[src/rtl/risc_ctrl_pkg.sv]
// -----------------------------------------------------------------------------
// risc_ctrl_pkg
// Shared control definitions for the 16-bit RISC core front end.
//   - state_e        : fetch sequencer state encoding (debug-visible via state_o)
//   - *_DEF constants: default instruction/opcode geometry and HALT opcode,
//                      reused by the sequencer and the instruction decoder
//   - ACK_TIMER_WIDTH: width of the memory-acknowledge timeout counter
// -----------------------------------------------------------------------------
package risc_ctrl_pkg;

  typedef enum logic [2:0] {
    ST_IDLE   = 3'd0,
    ST_REQ    = 3'd1,
    ST_WAIT   = 3'd2,
    ST_LOAD   = 3'd3,
    ST_DECODE = 3'd4,
    ST_EXEC   = 3'd5,
    ST_HALT   = 3'd6,
    ST_FAULT  = 3'd7
  } state_e;

  localparam int               INSTR_WIDTH_DEF  = 16;
  localparam int               OPCODE_WIDTH_DEF = 4;
  localparam logic [3:0]       HALT_OPCODE_DEF  = 4'hF;

  // Timeout limit is at most 255 cycles, so 8 bits always suffice.
  localparam int               ACK_TIMER_WIDTH  = 8;

endpackage : risc_ctrl_pkg

[src/rtl/ack_timer.sv]
// -----------------------------------------------------------------------------
// ack_timer
// Loadable up-counter with a terminal flag, used while waiting for mem_ack.
// Ports:
//   clk     - system clock, rising edge
//   rst_n   - asynchronous active-low reset
//   clr_i   - clear the count to zero (has priority over inc_i)
//   inc_i   - increment the count by one
//   last_o  - high when the current wait cycle is the last one allowed,
//             i.e. count == LIMIT-1; a miss in this cycle means timeout
// -----------------------------------------------------------------------------
module ack_timer
  import risc_ctrl_pkg::*;
#(
  parameter int WIDTH = ACK_TIMER_WIDTH,
  parameter int LIMIT = 15
) (
  input  logic clk,
  input  logic rst_n,
  input  logic clr_i,
  input  logic inc_i,
  output logic last_o
);

  logic [WIDTH-1:0] cnt_q;
  logic [WIDTH-1:0] cnt_d;

  always_comb begin
    cnt_d = cnt_q;
    if (clr_i) begin
      cnt_d = '0;
    end else if (inc_i) begin
      cnt_d = cnt_q + 1'b1;
    end
  end

  always_ff @(posedge clk or negedge rst_n) begin
    if (!rst_n) begin
      cnt_q <= '0;
    end else begin
      cnt_q <= cnt_d;
    end
  end

  // The count holds the number of wait cycles already missed, so the Nth
  // wait cycle sees N-1 here.
  assign last_o = (cnt_q == WIDTH'(LIMIT - 1));

endmodule : ack_timer

[src/rtl/fetch_sequencer.sv]
// -----------------------------------------------------------------------------
// fetch_sequencer
// Control FSM sequencing instruction fetch: memory request/ack, IR load and
// PC increment, opcode decode (HALT detection), execute start/done handshake,
// ack timeout fault and a retired-instruction counter.
// Ports:
//   clk, rst      - clock (rising edge), asynchronous active-low reset
//   run           - 1 = keep sequencing, 0 = stop at next instruction boundary
//   mem_req       - memory read request (REQ and WAIT)
//   mem_ack       - memory acknowledge, only looked at in WAIT
//   ir_ld, pc_inc - one-cycle strobes in LOAD
//   ir_q          - instruction register contents, decoded in DECODE
//   exec_start    - one-cycle execute start pulse in DECODE (non-HALT)
//   exec_done     - execute completion, only looked at in EXEC
//   halted        - sticky HALT indication
//   fetch_err     - sticky ack-timeout fault
//   state_o       - current state encoding
//   instr_count   - retired instruction count (HALT included), wraps
// -----------------------------------------------------------------------------
module fetch_sequencer
  import risc_ctrl_pkg::*;
#(
  parameter int                      INSTR_WIDTH  = INSTR_WIDTH_DEF,
  parameter int                      OPCODE_WIDTH = OPCODE_WIDTH_DEF,
  parameter logic [OPCODE_WIDTH-1:0] HALT_OPCODE  = HALT_OPCODE_DEF,
  parameter int                      ACK_TIMEOUT  = 15,
  parameter int                      CNT_WIDTH    = 16
) (
  input  logic                   clk,
  input  logic                   rst,
  input  logic                   run,
  output logic                   mem_req,
  input  logic                   mem_ack,
  output logic                   ir_ld,
  output logic                   pc_inc,
  input  logic [INSTR_WIDTH-1:0] ir_q,
  output logic                   exec_start,
  input  logic                   exec_done,
  output logic                   halted,
  output logic                   fetch_err,
  output logic [2:0]             state_o,
  output logic [CNT_WIDTH-1:0]   instr_count
);

  state_e                state_q;
  state_e                state_d;
  logic [CNT_WIDTH-1:0]  count_q;
  logic [CNT_WIDTH-1:0]  count_d;
  logic                  tmr_clr;
  logic                  tmr_inc;
  logic                  tmr_last;
  logic                  is_halt;
  logic                  ir_operand_unused;

  // ir_q comes straight from the instruction register, so decoding it here
  // still only depends on registered state.
  assign is_halt           = (ir_q[INSTR_WIDTH-1 -: OPCODE_WIDTH] == HALT_OPCODE);
  assign ir_operand_unused = ^ir_q[INSTR_WIDTH-OPCODE_WIDTH-1:0];

  ack_timer #(
    .WIDTH (ACK_TIMER_WIDTH),
    .LIMIT (ACK_TIMEOUT)
  ) u_ack_timer (
    .clk    (clk),
    .rst_n  (rst),
    .clr_i  (tmr_clr),
    .inc_i  (tmr_inc),
    .last_o (tmr_last)
  );

  always_comb begin
    state_d = state_q;
    count_d = count_q;
    tmr_clr = 1'b0;
    tmr_inc = 1'b0;
    unique case (state_q)
      ST_IDLE: begin
        if (run) state_d = ST_REQ;
      end
      ST_REQ: begin
        tmr_clr = 1'b1;
        state_d = ST_WAIT;
      end
      ST_WAIT: begin
        // Ack is tested first so a late ack on the final cycle still loads.
        if (mem_ack) begin
          state_d = ST_LOAD;
        end else if (tmr_last) begin
          state_d = ST_FAULT;
        end else begin
          tmr_inc = 1'b1;
        end
      end
      ST_LOAD: begin
        state_d = ST_DECODE;
      end
      ST_DECODE: begin
        if (is_halt) begin
          state_d = ST_HALT;
          count_d = count_q + 1'b1;
        end else begin
          state_d = ST_EXEC;
        end
      end
      ST_EXEC: begin
        if (exec_done) begin
          count_d = count_q + 1'b1;
          state_d = run ? ST_REQ : ST_IDLE;
        end
      end
      ST_HALT:  state_d = ST_HALT;
      ST_FAULT: state_d = ST_FAULT;
      default:  state_d = ST_IDLE;
    endcase
  end

  always_ff @(posedge clk or negedge rst) begin
    if (!rst) begin
      state_q <= ST_IDLE;
      count_q <= '0;
    end else begin
      state_q <= state_d;
      count_q <= count_d;
    end
  end

  assign mem_req     = (state_q == ST_REQ) || (state_q == ST_WAIT);
  assign ir_ld       = (state_q == ST_LOAD);
  assign pc_inc      = (state_q == ST_LOAD);
  assign exec_start  = (state_q == ST_DECODE) && !is_halt;
  assign halted      = (state_q == ST_HALT);
  assign fetch_err   = (state_q == ST_FAULT);
  assign state_o     = state_q;
  assign instr_count = count_q;

endmodule : fetch_sequencer

[config.mk]
export PLATFORM = sky130hd
export DESIGN_NAME = fetch_sequencer
export DESIGN_NICKNAME = d
export VERILOG_FILES = /design/src/rtl/risc_ctrl_pkg.sv /design/src/rtl/ack_timer.sv /design/src/rtl/fetch_sequencer.sv
export SDC_FILE = /design/constraint.sdc
export NUM_CORES = 1
export LEC_CHECK = 0
export CORE_MARGIN = 8
export CORE_UTILIZATION = 49
export CTS_CLUSTER_DIAMETER = 200
export DETAILED_ROUTE_END_ITERATION = 16
export PLACE_DENSITY_LB_ADDON = 0.08
export SYNTH_ARGS = -nofsm -noshare
export SYNTH_HDL_FRONTEND = slang
export SYNTH_SLANG_ARGS = --single-unit
[constraint.sdc]
create_clock -name clk -period 2.4 [get_ports clk]
set_clock_uncertainty 0.15 [all_clocks]
set_input_delay 0.48 -clock clk [delete_from_list [all_inputs] [get_ports clk]]
set_output_delay 0.48 -clock clk [all_outputs]
set_load 0.01 [all_outputs]
# ---- Yosys cells after proc, flatten, opt, wreduce, memory -nomap -nowiden
# Index checks and enable logic that the tools add are counted.
# W data, S select, Z words.
dict set report word_totals {
  ff_bits 27
  in_bits 21
  out_inout_bits 25
  elab_cells 42
}
dict set report classes {
  add_sub_neg 2
  eq_ne 13
  mux 16
  n_reduce_logical 8
}
# op n
set ops {}
lappend ops {{$mux W16} 2}
lappend ops {{$pmux W16 S2} 1}
lappend ops {{$pmux W3 S8} 1}
lappend ops {{$add A16 B1 Y16 const B} 1}
lappend ops {{$mux W8} 2}
lappend ops {{$eq A3 B3 Y1 const B} 4}
lappend ops {{$mux W3} 4}
lappend ops {{$add A8 B1 Y8 const B} 1}
lappend ops {{$eq A8 B4 Y1 const B} 1}
lappend ops {{$eq A3 B2 Y1 const B} 2}
lappend ops {{$ne A2 B2 Y1 const B} 3}
lappend ops {{$reduce_and A3 Y1} 2}
lappend ops {{$mux W1} 5}
lappend ops {{$eq A4 B4 Y1 const B} 1}
lappend ops {{$reduce_bool A2 Y1} 2}
lappend ops {{$eq A3 B1 Y1 const B} 1}
lappend ops {{$logic_not A3 Y1} 1}
lappend ops {{$ne A3 B3 Y1 const B} 1}
lappend ops {{$mux W2} 1}
lappend ops {{$logic_and A1 B1 Y1} 1}
lappend ops {{$logic_not A1 Y1} 1}
lappend ops {{$logic_or A1 B1 Y1} 1}

# ---- Depth between registers and ports, before layout
# Gate-level depths: netlist of run 1.
dict set report depth {
  depth_word 6
  mapped_depth 6
  depth_no_buf 6
}

# ---- By module
# Synthesis of run 1 repeated with hierarchy kept, for this count alone.
dict set report unflattened {
  cells_unflattened 141
  area_unflattened_um2 1413.9
}
# module n_inst cells_each area_each_um2 seq_area_each_um2
set modules_own_cells {}
lappend modules_own_cells {fetch_sequencer 1 99 987.2 475.5}
lappend modules_own_cells {ack_timer 1 42 426.7 200.2}

# ---- Least setup slack after synthesis of run 1
# No wires, ideal clock.
dict set report synth_path {
  path_kind {flip-flop to output port}
  startpoint {register state_q[0] (netlist: state_o[0])}
  endpoint {output port pc_inc}
  arrival_ps 1195
  required_ps 1770
  path_slack_ps 575
  stages_incl_launch_ff 4
  n_path_buf 2
  cell_sequence {dfrtp_1 -> clkbuf_1 -> and3_1 -> buf_4}
}
dict set report synth_between {
  elab_chain_cells 1
}
# item line_no
set synth_lines {}
lappend synth_lines {{from (decl)} fetch_sequencer.sv:45} ;# state_e state_q;
lappend synth_lines {{from (signal assigned)} fetch_sequencer.sv:122} ;# state_q <= state_d;
lappend synth_lines {{$eq A3 B2 Y1} -}
lappend synth_lines {{to (decl)} fetch_sequencer.sv:35} ;# output logic pc_inc,
# Every way passes these cells.

# ---- Worst setup path after layout of run 1
dict set report layout_path {
  startpoint {register state_q[2] (netlist: state_o[2])}
  endpoint {output port pc_inc}
}
dict set report layout_between {
  elab_chain_cells 1
}
# item line_no
set layout_lines {}
lappend layout_lines {{$eq A3 B2 Y1} fetch_sequencer.sv:129} ;# assign pc_inc = (state_q == ST_LOAD);
# Every way passes these cells.

==> impl_results.md, run 1 <==
* Outcome: completed
* Sequential-to-total area share from yosys stat at 0.470
* Startpoint of the worst hold path: instr_count[15]
* Final hold slack at 0.338 ns
* # rows at 19
* Hold_buf cts at 0
* Mean routed wirelength per cell at 15.3 um
* F_max at 434 MHz
* Clock buffer depth at 2
* Post-Place Cell Area at roughly 1800 um^2
* Vias at around 1.2k
* Max Fanout on Critical Path at 9
* PwrDens at 865 nW/um^2
* Top FF cell, synth: dfrtp_1
* Tot GR Track Use at 0.139
* Hold Path Sink: instr_count[15]
* CTS Sinks at 27
* Final period util at 0.960
* Final Hold Viols at 0
* Core area at 2780 um^2
* Post-DP HPWL at 2360 um
* Post-Syn Instances at 141
* Reg-to-reg critical path startpoint: state_o[0]
* Peak VDD IR at 800 uV
* Final WL at 3290 um
* Number of buffers created by CTS at 3
* Avg Vias per Cell at 5.56
* Synth-to-Final Area Change at 31.8%
* Remaining Overflow, GRT at 0
* Startpoint Class: flop
* Num ports at 46
* Port-buffer cells at 33
* N_diodes at 0
* CP arrival at 1.67 ns
* Post-synthesis mux area share at 0.0357
* CTS tree: built
* Largest net degree at the start of global routing at 28
* Static leakage at 0.843 nW
* Critical path capture point type: output port
* DRC Markers at 0
* Area of the multi-input gates at 719 um^2
* HP Class: flop to flop
* Adder-cell share of the synthesized area at 0.0331
* Setup CP Type: flop to output port
* Largest family of logic cells by synthesized area: simple AND/OR/NAND/NOR gates
* Critical-path cell list: inv_2 > and3_1 > clkdlybuf4s50_1
* Final Core Density at 0.681
* Critical-path top delay cell: clkdlybuf4s50_1
* Number of flops mapped to enable cells by yosys at 0
* Vias in the first global route at 1219
* Syn nets at between 150 and 200
* FF-to-FF path depth at 5
* Initial core utilization at 0.517
* Final number of max-transition violations at 0
* Die ar. at about 4900 um^2
* DR iter-0 viols at 58
* Period minus WS final at 2.30 ns
* Post-synth cell types at 35
* Routability cong. at about 0.79
* Critical Path Stages at 3
* Share of cells above drive strength 1 at 0.130
* Die height at around 70 um
* Worst endpoint required time at 1.77 ns
* Hold Path Stages at 1
* Clock root cell: clkbuf_4
* Initial antenna violation count at 0
* Max incr delay on CP at approximately 0.54 ns
* Seq cells post-synth at 27
* Post-synthesis compound-gate area fraction at 0.0688
* Worst Tran Pin Value at 0.350 ns
* Asr flop ratio synth at 1.00
* Fin area at 1890 um^2
* Xor/xnor share of the synthesized area at 0.0975
* Commonest non-fill, non-tap cell in the layout: clkdlybuf4s50_1
* Mapped cell area at about 1400 um^2
* Worst-Skew Late Latency at 0.32 ns
* Post-DRT Antenna Nets at 0
* Register area at approximately 680 um^2
* CTS clk-pin slew, worst paths at 0.14 ns
* Mean Syn Cell Area at 10.2 um^2
* Drt pass-1 iters at 4
* FILL cells at roughly 220
* First-pass GRT wire length at 5780 um
* Final TNS setup at 0 ns
* Yosys Warn Count at 0
* Rel. slew slack at 0.767
* Most frequent cells in the layout: clkdlybuf4s50_1, dfrtp_1, nand3_1, xnor2_1, nand2_1
* Maxcap violations at 0
* CP delay by family, top: buffers and inverters
* Die W at 70.2 um
* Setup violators final at 0
* Layout net count at 209
* H-tree levels at 1
* R2r setup slk at 0.55 ns
* Unrepaired setup endpoints after global routing: false
* Post-synthesis simple-gate area fraction at 0.265
* R2R Path End: u_ack_timer.cnt_q[3]
* WP buf/inv at 2
cell families after synthesis:
family | after synthesis
XOR/XNOR | 16
AO/OA/AOI/OAI | 13
multiplexers | 5
flip-flops | 27
adder cells (fa/ha/maj) | 4
buffers and inverters | 8
AND/OR/NAND/NOR | 68
per-layer routing:
layer,share of wire,track usage,up-vias
li1,-,-,591
met3,0.052,0.0424,2
met1,0.47,0.176,582
met2,0.47,0.223,21
met4,0.0064,0.0357,0
met5,0,0,-
metrics by stage:
| stage | instances | power [W] | setup slack (ns) |
|---|---|---|---|
| 2_1_floorplan | 141 | 0.00105 | 0.575 |
| 3_3_place_gp | 207 | 0.00137 | 0.0305 |
| 3_5_place_dp | 207 | 0.00140 | 0.0229 |
| 4_1_cts | 215 | 0.00165 | 0.00908 |
| 5_1_grt | 215 | 0.00175 | 0.00319 |
| 6_report | 215 | 0.00164 | 0.0951 |
worst max path at each step:
| stage | startpoint | end |
|---|---|---|
| finish | state_o[2] | pc_inc |
| global route | state_o[2] | pc_inc |
| CTS | state_o[1] | exec_start |
| detailed placement | ir_q[15] | exec_start |
| global placement | ir_q[15] | exec_start |
| floorplan | state_o[0] | pc_inc |
layout make-up:
type                    count  area share
flip-flops and latches     27       0.358
repair buffers             44       0.222
well taps                  31      0.0205
multi-input cells         106       0.380
clock buffers               4      0.0139
inverters                   3     0.00594
power by group:
part,leakage (nW),internal (W),switching [W]
logic,0.469,0.000419,0.000350
registers,0.359,0.000543,0.000130
clock network,0.0150,0.0000650,0.000132
total,0.843,0.00103,0.000612
synth_stat cells, types with 2 or more instances:
cell	count	area [um^2]
ha_1	3	37.5
dfrtp_1	27	676
and3_1	6	37.5
nand2_1	13	48.8
or3_1	2	12.5
nor3_1	5	25.0
nand3_1	14	70.1
nand4_1	9	56.3
nand4b_1	2	17.5
and2_1	3	18.8
inv_1	3	11.3
nand2b_1	3	18.8
xnor2_1	14	123
clkbuf_1	2	7.51
xor2_1	2	17.5
a21oi_1	2	10.0
mux2i_1	4	40.0
o21ai_0	5	25.0
nor2_1	6	22.5
worst reg2reg max path, delay by kind of cell (launching register included):
family	cells	cell delay, ns
simple gates	2	0.69
buf+inv	1	0.16
compound gates	2	0.32
flops	1	0.48
sequential cells by signal, indices dropped and copies added, names as in the netlist:
name,count
instr_count,16
u_ack_timer.cnt_q,8
state_o,3
what timing repair did:
action                                  in CTS  in global routing
cloned                                       0                  0
setup buffers                                4                  0
resized for setup                            2                  4
endpoints found under the setup margin       6                  4
(Power assumes the default switching activity.)
==> run 2: changes to the inputs <==
--- a/config.mk
+++ b/config.mk
@@ -9,7 +9,7 @@
 export CORE_UTILIZATION = 49
 export CTS_CLUSTER_DIAMETER = 200
 export DETAILED_ROUTE_END_ITERATION = 16
-export PLACE_DENSITY_LB_ADDON = 0.08
+export PLACE_DENSITY = 0.92
 export SYNTH_ARGS = -nofsm -noshare
 export SYNTH_HDL_FRONTEND = slang
 export SYNTH_SLANG_ARGS = --single-unit
==> impl_results.md, run 2 (synthesis results as in run 1) <==
* Core area at 2780 um^2 (unchanged)
* H-tree levels at 1 (unchanged)
* Final WL at 3340 um (was 3290 um)
* Mean routed wirelength per cell at 15.5 um (was 15.3 um)
* Largest net degree at the start of global routing at 28 (unchanged)
* Peak VDD IR at 839 uV (was 800 uV)
* Final Power at 0.00166 W (was 0.00164 W)
* Share of cells above drive strength 1 at 0.141 (was 0.130)
* # rows at 19 (unchanged)
* Avg Vias per Cell at 5.70 (was 5.56)
* CTS clk-pin slew, worst paths at 0.16 ns (was 0.14 ns)
* Final number of max-transition violations at 0 (unchanged)
* Max reg flops at 16 (unchanged)
* Static leakage at 0.796 nW (was 0.843 nW)
* Fin area at 1890 um^2 (about the same)
* Layout net count at 209 (unchanged)
* Routability cong. at 0.819 (was 0.794)
* HP Class: input port to async pin (was flop to flop)
* Setup CP Type: flop to output port (unchanged)
* Worst Tran Pin Value at 0.344 ns (was 0.350 ns)
* Max Fanout on Critical Path at 7 (was 9)
* Final period util at 0.969 (was 0.960)
* Outcome: completed (unchanged)
* Post-DP HPWL at 2500 um (was 2360 um)
* Port-buffer cells at 33 (unchanged)
* Most frequent cells in the layout: clkdlybuf4s50_1, dfrtp_1, nand3_1, xnor2_1, nand2_1 (unchanged)
* Tot GR Track Use at 0.130 (was 0.139)
* Final hold slack at 0.332 ns (was 0.338 ns)
* DR iter-0 viols at 39 (was 58)
* Die W at 70.2 um (unchanged)
* Final Hold Viols at 0 (unchanged)
* Rel. slew slack at 0.771 (was 0.767)
* Critical path capture point type: output port (unchanged)
* Period minus WS final at 2.32 ns (was 2.30 ns)
* Die height at 70.2 um (unchanged)
* Die ar. at 4920 um^2 (unchanged)
* F_max at 430 MHz (was 434 MHz)
* CTS Sinks at 27 (unchanged)
* Initial core utilization at 0.517 (unchanged)
* Drt pass-1 iters at 4 (unchanged)
* Post-DRT Antenna Nets at 0 (unchanged)
* Worst-Skew Late Latency at 0.34 ns (was 0.32 ns)
* Final Core Density at 0.680 (was 0.681)
* Num ports at 46 (unchanged)
* PwrDens at 880 nW/um^2 (was 865 nW/um^2)
* Synth-to-Final Area Change at 31.5% (was 31.8%)
* Commonest non-fill, non-tap cell in the layout: clkdlybuf4s50_1 (unchanged)
* Clock root cell: clkbuf_4 (unchanged)
* CTS tree: built (unchanged)
* Vias at 1225 (was 1196)
* Post-Place Cell Area at 1810 um^2 (was 1830 um^2)
* Maxcap violations at 0 (unchanged)
* Worst endpoint required time at 1.77 ns (about the same)
* Startpoint Class: flop (unchanged)
* CP arrival at 1.69 ns (was 1.67 ns)
* Number of buffers created by CTS at 3 (unchanged)
* N_diodes at 0 (unchanged)
* First-pass GRT wire length at 5330 um (was 5780 um)
* DRC Markers at 0 (unchanged)
* Initial antenna violation count at 0 (unchanged)
* Setup violators final at 0 (unchanged)
* Clock buffer depth at 2 (unchanged)
* Remaining Overflow, GRT at 0 (unchanged)
* Vias in the first global route at 1150 (was 1219)
==> run 2: per-stage QoR <==
| stage | setup slack, ns | TNS, ns | cells |
|---|---|---|---|
| after floorplan | 0.575 | 0 | 141 |
| after detailed placement | -0.0209 | -0.0209 | 204 |
| final | 0.0755 | 0 | 215 |
| after global routing | -0.00618 | -0.00618 | 215 |
| after CTS | 0.000618 | 0 | 208 |
| after global placement | 0.0544 | 0 | 204 |
==> run 2: power by group <==
| part | leakage (nW) | switching (W) | internal, W | total (W) |
|---|---|---|---|---|
| Clock | 0.0139 | 0.000140 | 0.0000639 | 0.000204 |
| Combinational | 0.423 | 0.000365 | 0.000424 | 0.000789 |
| Sequential | 0.358 | 0.000125 | 0.000545 | 0.000670 |
| Total | 0.796 | 0.000631 | 0.00103 | 0.00166 |
==> run 2: critical path, stage by stage (launching register included) <==
cell and delay, ns:
dfrtp_2 0.48, nand2b_1 0.20, a21oi_1 0.14, clkdlybuf4s50_1 0.55
==> run 2: final cells by class <==
| class | count | area [um^2] |
|---|---|---|
| Clock inverter | 1 | 7.51 |
| Multi-Input combinational cell | 106 | 719 |
| Tap cell | 31 | 38.8 |
| Fill cell | 209 | 891 |
| Clock buffer | 3 | 22.5 |
| Timing Repair Buffer | 44 | 412 |
| Inverter | 3 | 11.3 |
| Sequential cell | 27 | 679 |
==> run 2: path summary, 6_finish.rpt <==
| kind | start | end | slack [ns] | depth (start not counted) |
|---|---|---|---|---|
| setup / recovery | state_o[0] | mem_req | 0.08 | 3 |
| hold / removal | rst | u_ack_timer.cnt_q[4] | 0.33 | 2 |
| setup reg to reg | state_o[0] | u_ack_timer.cnt_q[3] | 0.47 | 5 |
| hold reg to reg | u_ack_timer.cnt_q[7] | u_ack_timer.cnt_q[7] | 0.34 | 1 |
| max in group asynchronous | rst | state_o[1] | 1.49 | 2 |
| min in group clk | u_ack_timer.cnt_q[7] | u_ack_timer.cnt_q[7] | 0.34 | 1 |
==> run 2: routing by layer <==
layer / up-vias / track usage / part of all wire
li1: 587 / - / -
met1: 602 / 0.137 / 0.42
met2: 30 / 0.231 / 0.51
met3: 6 / 0.0311 / 0.045
met4: 0 / 0.0670 / 0.022
met5: - / 0 / 0
==> run 2: timing repair <==
item	CTS	global route
hold buffers	0	0
setup buffers	0	7
resized for setup	3	2
setup endpoints to repair	5	3
hold endpoints to repair	0	0
==> run 3: changes to the inputs <==
--- a/config.mk
+++ b/config.mk
@@ -5,6 +5,7 @@
 export SDC_FILE = /design/constraint.sdc
 export NUM_CORES = 1
 export LEC_CHECK = 0
+export CAP_MARGIN = 20
 export CORE_MARGIN = 8
 export CORE_UTILIZATION = 49
 export CTS_CLUSTER_DIAMETER = 200
@@ -13,3 +14,4 @@
 export SYNTH_ARGS = -nofsm -noshare
 export SYNTH_HDL_FRONTEND = slang
 export SYNTH_SLANG_ARGS = --single-unit
+export TNS_END_PERCENT = 1
==> impl_results.md, run 3 (synthesis results as in run 1) <==
* Die W at 70.2 um (unchanged)
* Switching portion of total power at 0.383 (was 0.379)
* Post-DRT Antenna Nets at 0 (unchanged)
* PwrDens at 866 nW/um^2 (was 880 nW/um^2)
* Die ar. at 4920 um^2 (unchanged)
* Rel. slew slack at 0.775 (was 0.771)
* Post-DP HPWL at 2500 um (unchanged)
* Sequential Power Share at 0.420 (was 0.403)
* Static leakage at 0.814 nW (was 0.796 nW)
* H-tree levels at 1 (unchanged)
* R2r setup slk at 0.47 ns (about the same)
* Final period util at 0.966 (was 0.969)
* Share of cells above drive strength 1 at 0.127 (was 0.141)
* Max Fanout on Critical Path at 7 (unchanged)
* Most frequent cells in the layout: clkdlybuf4s50_1, dfrtp_1, nand3_1, xnor2_1, nand2_1 (unchanged)
* Outcome: completed (unchanged)
* Sw Pwr at 0.000621 W (was 0.000631 W)
* Mean routed wirelength per cell at 15.6 um (was 15.5 um)
* Finished Layout Cells at 212 (was 215)
* Commonest non-fill, non-tap cell in the layout: clkdlybuf4s50_1 (unchanged)
* HP Class: input port to async pin (unchanged)
* FILL cells at 209 (unchanged)
* Final number of max-transition violations at 0 (unchanged)
* Worst Tran Pin Value at 0.338 ns (was 0.344 ns)
* Vias at 1233 (was 1225)
* Peak VDD IR at 786 uV (was 839 uV)
* Die height at 70.2 um (unchanged)
* Reg-to-reg critical path startpoint: state_o[0] (unchanged)
* CTS tree: built (unchanged)
* Clock root cell: clkbuf_4 (unchanged)
* Startpoint Class: flop (unchanged)
* FF-to-FF path depth at 5 (unchanged)
* Wire length on met3 at 162 um (was 150 um)
* Clock buffer depth at 2 (unchanged)
* Remaining Overflow, GRT at 0 (unchanged)
* Worst slack, placed at -0.0209 ns (unchanged)
* Met2 Wirelength at 1730 um (was 1720 um)
* Critical path capture point type: output port (unchanged)
* Cell Int Power at 0.00100 W (was 0.00103 W)
* Hold_buf cts at 0 (unchanged)
* Clk pwr share at 0.125 (was 0.123)
* Max incr delay on CP at 0.55 ns (about the same)
* Vias in the first global route at 1150 (unchanged)
* DRC Markers at 0 (unchanged)
* Core area at 2780 um^2 (unchanged)
* F_max at 431 MHz (was 430 MHz)
* Fin area at 1870 um^2 (was 1890 um^2)
* WP buf/inv at 1 (unchanged)
* Metal-1 WL at 1340 um (was 1390 um)
* CTS clk-pin slew, worst paths at 0.16 ns (about the same)
* Final worst slack at 0.0807 ns (was 0.0755 ns)
* CTS Sinks at 27 (unchanged)
* Tot GR Track Use at 0.130 (unchanged)
* Maxcap violations at 0 (unchanged)
* Setup CP Type: flop to output port (unchanged)
* Number of buffers created by CTS at 3 (unchanged)
* N_diodes at 0 (unchanged)
* Port-buffer cells at 33 (unchanged)
* Final WL at 3320 um (was 3340 um)
* Worst endpoint required time at 1.77 ns (about the same)
* R2R Path End: u_ack_timer.cnt_q[3] (unchanged)
* Period minus WS final at 2.32 ns (about the same)
* Num ports at 46 (unchanged)
* Drt pass-1 iters at 4 (unchanged)
* Post-Place Cell Area at 1810 um^2 (unchanged)
* Initial core utilization at 0.517 (unchanged)
* Initial antenna violation count at 0 (unchanged)
* Top Metal Used: met4 (unchanged)
* Largest net degree at the start of global routing at 28 (unchanged)
* CP arrival at 1.69 ns (about the same)
* First-pass GRT wire length at 5330 um (unchanged)
* Critical-path cell list: nand2b_1 > a21oi_1 > clkdlybuf4s50_1 (unchanged)
* CP delay by family, top: buffers and inverters (unchanged)
* DR iter-0 viols at 46 (was 39)
* Avg Vias per Cell at 5.82 (was 5.70)
* Placed Cells at 204 (unchanged)
* # rows at 19 (unchanged)
* Final Hold Viols at 0 (unchanged)
* Synth-to-Final Area Change at 30.3% (was 31.5%)
* Critical-path top delay cell: clkdlybuf4s50_1 (unchanged)
* Routability cong. at 0.819 (unchanged)
* Setup violators final at 0 (unchanged)
* Layout net count at 206 (was 209)
* Comb pwr share at 0.455 (was 0.475)
* Worst-Skew Late Latency at 0.34 ns (about the same)
* Max reg flops at 16 (unchanged)
## run 3: cell count changes in the layout (fill, tap and decap cells not counted)
cell	previous run	this run
clkdlybuf4s50_1	32	30
dlymetal6s2s_1	0	2
buf_4	11	8
## run 3: cell type report
class                   count  area [um^2]  share of cell area
multi-input cells         106          719               0.384
flip-flops and latches     27          679               0.363
repair buffers             41          394               0.210
well taps                  31         38.8              0.0207
clock buffers               3         22.5              0.0120
inverters                   3         11.3             0.00601
clock inverters             1         7.51             0.00401
## run 3: worst reg2reg max path, stage by stage (launching register included)
cell and delay, ns:
dfrtp_2 0.48, buf_4 0.19, nor4b_4 0.34, o21ai_2 0.19, or3_1 0.37, a21oi_1 0.15
## run 3: power by group through the flow
stage                     clock (W)  combinational (W)  sequential [W]
after detailed placement          0           0.000678        0.000691
after global routing       0.000231           0.000796        0.000701
after CTS                  0.000208           0.000675        0.000688
after floorplan                   0           0.000371        0.000683
after global placement            0           0.000653        0.000680
final                      0.000203           0.000737        0.000681
## run 3: timing repair
item                       in CTS  in global routing
setup endpoints to repair       5                  3
setup buffers                   0                  4
resized for setup               3                  4
## run 3: worst max-delay path by stage
stage	slack, ns	cells past startpoint	to	start
after global routing	-0.06	4	mem_req	state_o[1]
final	0.08	3	mem_req	state_o[0]
after detailed placement	-0.02	4	exec_start	ir_q[13]
after CTS	0.0006	3	pc_inc	state_o[2]
after floorplan	0.57	3	pc_inc	state_o[0]
after global placement	0.05	4	exec_start	ir_q[15]
## run 3: routing by layer
| metal | up-vias | global-route usage |
|---|---|---|
| met1 | 608 | 0.137 |
| met2 | 39 | 0.231 |
| met4 | 0 | 0.0670 |
| met3 | 8 | 0.0311 |
| li1 | 578 | - |
| met5 | - | 0 |
## run 3: stage by stage
stage               utilization  hold slack [ns]  power [W]  TNS [ns]
CTS                       0.660            0.341    0.00157         0
detailed placement        0.649            0.317    0.00137   -0.0209
finish                    0.673            0.333    0.00162         0
global placement          0.649            0.310    0.00133         0
floorplan                     -           0.0344    0.00105         0
global route              0.673            0.346    0.00173   -0.0573
